File: config.mk
export PLATFORM = sky130hd
export DESIGN_NAME = fifo_uart_tx
export DESIGN_NICKNAME = d
export VERILOG_FILES = /design/src/rtl/fifo_uart_tx.sv
export SDC_FILE = /design/constraint.sdc
export NUM_CORES = 1
export LEC_CHECK = 0
export CAP_MARGIN = 20
export CORE_MARGIN = 2
export CORE_UTILIZATION = 45
export CTS_CLUSTER_SIZE = 40
export DETAILED_ROUTE_END_ITERATION = 16
export HOLD_SLACK_MARGIN = 0.1
export PLACE_DENSITY = 0.74
export SLEW_MARGIN = 20
export SYNTH_ARGS = -nofsm -noshare
export SYNTH_HDL_FRONTEND = slang
export SYNTH_SLANG_ARGS = --single-unit
File: constraint.sdc
create_clock -name clk -period 2.5 [get_ports clk]
set_clock_uncertainty 0.05 [all_clocks]
set_input_delay 0.25 -clock clk [delete_from_list [all_inputs] [get_ports clk]]
set_output_delay 0.25 -clock clk [all_outputs]
set_load 0.01 [all_outputs]
File: src/rtl/fifo_uart_tx.sv
// fifo_uart_tx: drains bytes from an upstream synchronous FIFO and sends each one
// as an 8N1 UART frame (start bit, 8 data bits LSB first, stop bit).
module fifo_uart_tx #(
    parameter int unsigned CLKS_PER_BIT = 868
) (
    input  logic        clk,
    input  logic        reset_n,
    input  logic        enable,
    input  logic        fifo_empty,
    input  logic [7:0]  fifo_data,
    output logic        fifo_rd_en,
    output logic        tx,
    output logic        busy,
    output logic [15:0] frame_count
);

    localparam logic [2:0] IDLE  = 3'd0;
    localparam logic [2:0] FETCH = 3'd1;
    localparam logic [2:0] LOAD  = 3'd2;
    localparam logic [2:0] START = 3'd3;
    localparam logic [2:0] DATA  = 3'd4;
    localparam logic [2:0] STOP  = 3'd5;

    localparam logic [15:0] BAUD_LAST = 16'(CLKS_PER_BIT - 1);

    logic [2:0]  state;
    logic [15:0] baud_cnt;
    logic [2:0]  bit_idx;
    logic [7:0]  shift_reg;
    logic        baud_done;
    logic        frame_ready;

    assign baud_done   = (baud_cnt == BAUD_LAST);
    assign frame_ready = enable && !fifo_empty;
    assign fifo_rd_en  = (state == FETCH);
    assign busy        = (state != IDLE);

    // tx is loaded on the edge that enters each bit, so the line level always matches the state.
    always_ff @(posedge clk or negedge reset_n) begin
        if (!reset_n) begin
            state       <= IDLE;
            baud_cnt    <= 16'd0;
            bit_idx     <= 3'd0;
            shift_reg   <= 8'd0;
            tx          <= 1'b1;
            frame_count <= 16'd0;
        end else begin
            case (state)
                IDLE: begin
                    baud_cnt <= 16'd0;
                    if (frame_ready) begin
                        state <= FETCH;
                    end
                end
                FETCH: begin
                    baud_cnt <= 16'd0;
                    state    <= LOAD;
                end
                LOAD: begin
                    shift_reg <= fifo_data;
                    baud_cnt  <= 16'd0;
                    tx        <= 1'b0;
                    state     <= START;
                end
                START: begin
                    if (baud_done) begin
                        baud_cnt <= 16'd0;
                        bit_idx  <= 3'd0;
                        tx       <= shift_reg[0];
                        state    <= DATA;
                    end else begin
                        baud_cnt <= baud_cnt + 16'd1;
                    end
                end
                DATA: begin
                    if (baud_done) begin
                        baud_cnt <= 16'd0;
                        if (bit_idx == 3'd7) begin
                            tx    <= 1'b1;
                            state <= STOP;
                        end else begin
                            bit_idx   <= bit_idx + 3'd1;
                            shift_reg <= {1'b0, shift_reg[7:1]};
                            tx        <= shift_reg[1];
                        end
                    end else begin
                        baud_cnt <= baud_cnt + 16'd1;
                    end
                end
                STOP: begin
                    if (baud_done) begin
                        baud_cnt    <= 16'd0;
                        frame_count <= frame_count + 16'd1;
                        state       <= frame_ready ? FETCH : IDLE;
                    end else begin
                        baud_cnt <= baud_cnt + 16'd1;
                    end
                end
                default: begin
                    state    <= IDLE;
                    baud_cnt <= 16'd0;
                    tx       <= 1'b1;
                end
            endcase
        end
    end

endmodule
; ---- Yosys cells after proc, flatten, opt, wreduce, memory -nomap -nowiden
; Index checks and enable logic that the tools add are counted.
[classes]
muxes = 20
n_addsub = 3
n_eq_ne = 13
mul = 0
n_reduce_logical = 13
bitwise = 1
magnitude_cmp = 0
div_mod_pow = 0
n_shift = 0
[op_table]
columns = operator, n
row1 = $add 16x1->16 const B, 2
row2 = $mux 16, 2
row3 = $mux 3, 8
row4 = $pmux 3 s6, 1
row5 = $eq 16x10->1 const B, 1
row6 = $mux 8, 2
row7 = $pmux 8 s2, 1
row8 = $ne 2x2->1 const B, 6
row9 = $eq 3x3->1 const B, 3
row10 = $eq 3x2->1 const B, 2
row11 = $pmux 3 s2, 1
row12 = $reduce_and 3->1, 2
row13 = $reduce_or 3->1, 2
row14 = $reduce_and 5->1, 1
row15 = $mux 1, 4
row16 = $pmux 1 s4, 1
row17 = $reduce_and 4->1, 1
row18 = $reduce_bool 2->1, 2
row19 = $add 3x1->3 const B, 1
row20 = $eq 3x1->1 const B, 1
row21 = $logic_not 3->1, 1
row22 = $reduce_bool 3->1, 1
row23 = $reduce_and 2->1, 1
row24 = $logic_and 1x1->1, 1
row25 = other kinds (2), 2
[totals]
ff_bits = 47
romBits = 0
out_inout_bits = 19
input_bits = 12
latch_bits = 0
ram_bits = 0
n_memories = 0

; ---- Depth between registers and ports, before layout
; Gate-level depths: netlist of the first run.
[logic_depth]
depth_word = 5
depth_mapped = 8

; ---- Least setup slack after synthesis of the first run
; No wires, ideal clock.
[synth_timing]
kind = reg2reg
startpoint = register baud_cnt[12]
endpoint = register frame_count[15]
period_less_slack_ns = 2.475
required_ns = 2.326
setup_slack_ns = 0.025
path_stages_with_launch = 7
path_buffers = 1
t_arrival_ns = 2.301
cell_sequence = dfrtp_1 -> or4_1 -> or4_1 -> buf_6 -> nor3_4 -> or3b_1 -> xnor2_1
[synth_via]
elab_chain_len = 2
[synth_rtl]
columns = item, line_no
row1 = from (decl), 27  ; logic [15:0] baud_cnt;
row2 = from (signal assigned), 72  ; baud_cnt <= baud_cnt + 16'd1;
row3 = from (signal assigned), 87  ; baud_cnt <= baud_cnt + 16'd1;
row4 = from (signal assigned), 96  ; baud_cnt <= baud_cnt + 16'd1;
row5 = $eq 16x10->1, 33  ; assign baud_done = (baud_cnt == BAUD_LAST);
row6 = $reduce_and 2->1 (no source line), -
row7 = to (signal assigned), 93  ; frame_count <= frame_count + 16'd1;
row8 = to (decl), 14  ; output logic [15:0] frame_count
; Every way passes these cells.
; A chain may end at the register's enable or synchronous reset.

; ---- Worst setup path after layout of the first run
; Ends and elaborated chain as after synthesis.

==> summary.txt, run 1 <==
Synthesis
  – Netlist Area Pre-Place: roughly 2300 sq um
  – Mux share of post-synthesis cell area: between 3 and 4%
  – Cell types with the largest area share after synthesis: sky130_fd_sc_hd__dfrtp_1 50%, sky130_fd_sc_hd__xnor2_1 6.1%, sky130_fd_sc_hd__nand2_1 4.9%, sky130_fd_sc_hd__xor2_1 4.5%, sky130_fd_sc_hd__nor2_1 4.2%
  – Post-Synth XOR/XNOR Area: 10.6%
  – Fraction of post-synthesis cell area in the top cell type by area: ~50%
  – Total of warnings raised by yosys: 0
  – Syn nets: 250
  – Most frequent cell after synthesis: sky130_fd_sc_hd__dfrtp_1
  – Flop and latch count out of synthesis: 47
  – Number of distinct library cells after synthesis: 38
  – Adder-Cell Fraction of Synth Area: around 2.2%
  – Count of flip-flops with a built-in enable after synthesis: 0
  – Synth Flop Type: sky130_fd_sc_hd__dfrtp_1
  – Syn Area/Cell: 9.90 sq um
  – Main combinational cell family by area after synthesis: simple AND/OR/NAND/NOR gates
  – Gate count of the mapped netlist: 234
  – Post-synthesis share of cell area spent on and, or, nand and nor gates: a little under a quarter
  – Synthesized-area fraction occupied by ao, oa, aoi and oai cells: roughly 7.0%
  – Share of synthesized registers carrying an async set or reset: between 90% and 100%
  – Cell accounting for the most synthesized area: sky130_fd_sc_hd__dfrtp_1
  – Cell types with the highest counts after synthesis: 46 x sky130_fd_sc_hd__dfrtp_1, 30 x sky130_fd_sc_hd__nand2_1, 26 x sky130_fd_sc_hd__nor2_1
  – Sequential area share after synthesis: 50.8%

Global routing
  – Vias in the first global route: 1554
  – Leftover overflow at the end of global routing: 0
  – First-pass GRT wire length: 6900 um
  – Overall routing resource usage: 15.8%
  – Pin count of the biggest net entering global routing: 48
  – Antenna violations before repair: 0

CTS
  – Clock-pin slew reported for the worst setup and hold paths after clock tree synthesis: 90 ps
  – Number of H-tree branching levels: 2
  – Clk Latency, worst-skew pair: about 300 ps
  – Clock tree from TritonCTS: done
  – Number of CTS-inserted buffers: 5
  – CTS Root Buffer Type: sky130_fd_sc_hd__clkbuf_8
  – Sinks on the clock net: 47
  – Clock Tree Buf Depth: 2

Setup path
  – Startpoint Class: register
  – Endpoint of the most critical register-to-register path: frame_count[15]
  – Largest driver fanout on the critical path: 3
  – Register-to-register setup slack: 120 ps
  – Data required time of the critical path: around 2700 ps
  – Type of the worst setup path: register to register
  – Data arrival time of the worst path: approximately 2500 ps
  – Kind of end point of the critical path: register
  – R2r startpoint: baud_cnt[12]
  – Depth of the most critical reg-to-reg path: 5

Final layout
  – # diodes: 0
  – Post-layout utilization of the core: 57.3%
  – Post-layout instance area: 2890 sq um
  – Share of final-layout standard cells stronger than drive strength 1: approximately 11%
  – Layout Nets: 291
  – Area added between synthesis and finish: 24.7%
  – Number of inserted filler cells in the final layout: 461

Power
  – Overall power: about 1.7 mW
  – Power density cells: 604 nW/um^2
  – Largest vdd supply drop: 0.000455 V
  – Static power due to leakage: ~1.3 nW

STA
  – Actual transition at the worst max-transition pin: 932 ps
  – Final-report max-slew violation count: 0
  – Time the worst path needs with I/O delays and setup: 2380 ps
  – Highest clock frequency the design can meet: 421 MHz
  – Share of the clock period used by the worst path after layout: about 95%
  – Unrepaired setup endpoints after global routing: no
  – Final number of setup-violating endpoints: 0
  – Setup Total Neg Slack: 0 ps
  – Endpoints failing hold: 0
  – Relative max-transition margin: a little under two fifths
  – Final WS setup: 125 ps

Worst hold path
  – Min-delay src: frame_count[15]
  – Worst hold path depth: 1
  – Worst hold path type: register to register
  – Hold-critical path endpoint: frame_count[15]

Flow run
  – Max-Cap Viols: 0

Floorplan
  – Die height: 75.7 um
  – Effective utilization at floorplan: 45.9%
  – Number of ports placed on the die boundary: 31
  – Die footprint: 5740 sq um
  – Total number of placement rows: 26
  – Core Region: approximately 5000 sq um
  – Die X: 75.7 um

Detailed routing
  – Wire length after detailed routing: 4100 um
  – Vias after detailed routing: 1696
  – Mean routed wirelength per cell: 11.8 um
  – Per-cell via count in the routed design: 4.90
  – Length of the first detailed-routing pass in iterations: 4
  – DRC violation total after the first TritonRoute iteration: 88
  – ANT nets after route: 0
  – Remaining routing DRC violations: 0

Place
  – Cell area after placement: 2760 sq um
  – Post-Place Setup Slack: 84.5 ps
  – Final GP Congestion: 0.771
  – Port Buffers: 30
  – Half-perimeter wire length after detailed placement: 2930 um

Run status
  – Status: finished clean
## worst max-delay path by stage
stage,start,to
6_report,baud_cnt[12],frame_count[15]
5_1_grt,baud_cnt[11],frame_count[12]
4_1_cts,baud_cnt[7],frame_count[15]
3_5_place_dp,baud_cnt[12],frame_count[15]
3_3_place_gp,baud_cnt[12],frame_count[15]
2_1_floorplan,baud_cnt[12],frame_count[15]
## layout make-up
type	count	area [sq um]	area share [%]
clock inverters	3	46.3	1.60
flip-flops and latches	47	1180	40.8
inverters	2	7.51	0.260
well taps	70	87.6	3.03
repair buffers	43	408	14.1
multi-input cells	176	1090	37.9
clock buffers	5	68.8	2.38
## worst max-delay path: stages, from the launching register on
cell                      delay [ps]
sky130_fd_sc_hd__dfrtp_1         380
sky130_fd_sc_hd__or4_1           540
sky130_fd_sc_hd__or4_4           590
sky130_fd_sc_hd__nor3_4          200
sky130_fd_sc_hd__or3b_1          370
sky130_fd_sc_hd__xnor2_1         130
## layout by cell type, fill, tap and decap left out, drive strengths merged, types with 5 or more instances in the layout
cell type	n
xnor2	16
buf	13
nor2	26
nor3	5
xor2	12
nand3	12
nand4	7
mux2i	7
a21oi	9
clkbuf	5
nand2	30
clkdlybuf4s50	29
o21ai	13
dfrtp	46
## routing by layer
| metal | routed length (um) | share of wire (%) | GRT usage (%) |
|---|---|---|---|
| met1 | 2060 | 50 | 21.6 |
| met2 | 1870 | 46 | 24.6 |
| met3 | 105 | 2.6 | 3.04 |
| met4 | 59 | 1.4 | 7.02 |
| met5 | 0 | 0 | 0 |
## where the power goes
part | switching, mW | internal (mW)
Combinational | 0.131 | 0.135
Clock | 0.267 | 0.301
Sequential | 0.0622 | 0.847
## logic make-up (layout without fill, tap and decap cells)
kind of cell    count (synthesis)  in the layout
simple gates                  108            108
flops                          47             47
compound gates                 28             28
xor+xnor                       28             28
buf+inv                        11             53
mux                             8              8
fa+ha+maj                       4              4
## through the flow
stage / instances / hold slack, ps
after detailed placement: 337 / 331
final: 346 / 420
after global placement: 337 / 328
after floorplan: 234 / -95.6
after CTS: 346 / 427
after global routing: 346 / 453
## repair_timing
action | CTS | global route
setup buffers | 0 | 0
setup endpoints to repair | 0 | 5
gates resized for setup | 0 | 1
endpoints found under the hold margin | 46 | 0
hold buffers | 1 | 0
Power figures use the tool's default switching activity.
==> run 2, diff against run 1 <==
Settings changed: MAX_ROUTING_LAYER set to met4.
==> summary.txt, run 2 (synthesized netlist as in run 1, its figures left out) <==
CTS
  – Setup fix buffers added after clock tree synthesis: 0
  – Number of CTS-inserted buffers: 5
  – Clock-pin slew reported for the worst setup and hold paths after clock tree synthesis: 90 ps
  – Number of H-tree branching levels: 2
  – Sinks on the clock net: 47
  – Clock tree from TritonCTS: done
  – Clock Tree Buf Depth: 2
  – CTS Root Buffer Type: sky130_fd_sc_hd__clkbuf_8
  – Clk Latency, worst-skew pair: about 300 ps

Final layout
  – Flip-flop and latch area: 1180 sq um
  – Share of final-layout standard cells stronger than drive strength 1: 10.9%
  – Area of combinational cells with multiple inputs: 1090 sq um
  – Final non-filler cell total: 346
  – Most common cell after layout, fill and taps aside: sky130_fd_sc_hd__dfrtp_1
  – # diodes: 0
  – Post-layout instance area: 2890 sq um
  – Most frequent cells in the layout: 46 x sky130_fd_sc_hd__dfrtp_1, 30 x sky130_fd_sc_hd__nand2_1, 29 x sky130_fd_sc_hd__clkdlybuf4s50_1
  – Area added between synthesis and finish: 24.7%
  – Number of inserted filler cells in the final layout: 461
  – Layout Nets: slightly below 300

Floorplan
  – Core Region: 5040 sq um
  – Total number of placement rows: 26
  – Die X: 75.7 um
  – Effective utilization at floorplan: 45.9%
  – Die height: ~76 um
  – Number of ports placed on the die boundary: 31
  – Die footprint: 5740 sq um

Setup path
  – Kind of cell adding the most delay to the critical path: simple AND/OR/NAND/NOR gates
  – Slowest stage cell, crit path: sky130_fd_sc_hd__or4_4
  – Delay of the slowest cell on the worst path: 590 ps
  – Buffering stage count on the worst path with inverters included: 0
  – Largest driver fanout on the critical path: 3
  – Kind of end point of the critical path: register
  – Cell-by-cell listing of the critical path: or4_1 -> or4_4 -> nor3_4 -> or3b_1 -> xnor2_1
  – Data required time of the critical path: about 2700 ps
  – Type of the worst setup path: register to register
  – Data arrival time of the worst path: 2520 ps
  – Startpoint Class: register

STA
  – Final number of setup-violating endpoints: 0
  – Relative max-transition margin: 38.0%
  – Endpoints failing hold: 0
  – Actual transition at the worst max-transition pin: 930 ps
  – Time the worst path needs with I/O delays and setup: between 2000 and 2500 ps
  – Setup Total Neg Slack: 0 ps
  – Highest clock frequency the design can meet: around 420 MHz
  – Final-report max-slew violation count: 0
  – Unrepaired setup endpoints after global routing: no
  – Share of the clock period used by the worst path after layout: 95.0%

Detailed routing
  – Length of the first detailed-routing pass in iterations: 4
  – Vias after detailed routing: 1699
  – Wire length after detailed routing: 4090 um
  – Per-cell via count in the routed design: 4.91
  – DRC violation total after the first TritonRoute iteration: 80
  – Remaining routing DRC violations: 0
  – ANT nets after route: 0
  – Mean routed wirelength per cell: 11.8 um

Power
  – Static power due to leakage: 1.31 nW
  – Largest vdd supply drop: 0.000455 V
  – Power density cells: 604 nW/um^2
  – Overall power: 1.74 mW

Place
  – Placed cells: between 300 and 400
  – Port Buffers: 30
  – Final GP Congestion: 0.781
  – Cell area after placement: 2760 sq um
  – Half-perimeter wire length after detailed placement: between 2000 and 3000 um

Worst hold path
  – Worst hold path type: register to register

Global routing
  – Overall routing resource usage: approximately 16%
  – Pin count of the biggest net entering global routing: 48
  – First-pass GRT wire length: 6890 um
  – Leftover overflow at the end of global routing: 0
  – Vias in the first global route: 1554
  – Antenna violations before repair: 0

Run status
  – Status: finished clean

Flow run
  – Max-Cap Viols: 0
## run 2: cell counts in the layout (fill, tap and decap cells not counted)
No cell type changed its count.
## run 2: final timing paths
check	startpoint	end	slack, ps	cells after the start
min in group asynchronous	reset_n	baud_cnt[10]	510	3
min reg2reg	frame_count[15]	frame_count[15]	420	1
max in group asynchronous	reset_n	frame_count[12]	1490	3
max	baud_cnt[12]	frame_count[15]	120	5
min	frame_count[15]	frame_count[15]	420	1
max reg2reg	baud_cnt[12]	frame_count[15]	120	5
## run 2: area by class of cell
cell class | count | area share, %
Inverter | 2 | 0.260
Tap cell | 70 | 3.03
Clock buffer | 5 | 2.38
Multi-Input combinational cell | 176 | 37.9
Sequential cell | 47 | 40.8
Clock inverter | 3 | 1.60
Timing Repair Buffer | 43 | 14.1
## run 2: layer usage
metal | vias to the layer above | track usage, % | part of all wire, %
li1 | 877 | - | -
met1 | 796 | 21.6 | 51
met2 | 21 | 24.7 | 46
met3 | 5 | 2.78 | 2.2
met4 | 0 | 7.02 | 1.4
met5 | - | - | 0
## run 2: timing repair
action	in CTS	in global routing
hold buffers	1	0
resized for setup	0	1
endpoints found under the setup margin	0	5
endpoints found under the hold margin	46	0
## run 2: where the power goes
part / internal, mW / total [mW] / switching (mW)
Combinational: 0.135 / 0.266 / 0.131
Clock: 0.301 / 0.568 / 0.267
Sequential: 0.847 / 0.909 / 0.0622
## run 2: stage by stage
stage / util, % / hold WS [ps] / setup WS (ps)
after global placement: 54.7 / 328 / 124
after detailed placement: 54.7 / 331 / 84.5
after global routing: 57.3 / 453 / 30.2
after floorplan: - / -95.6 / 24.6
final: 57.3 / 420 / 125
after CTS: 57.2 / 427 / 58.5
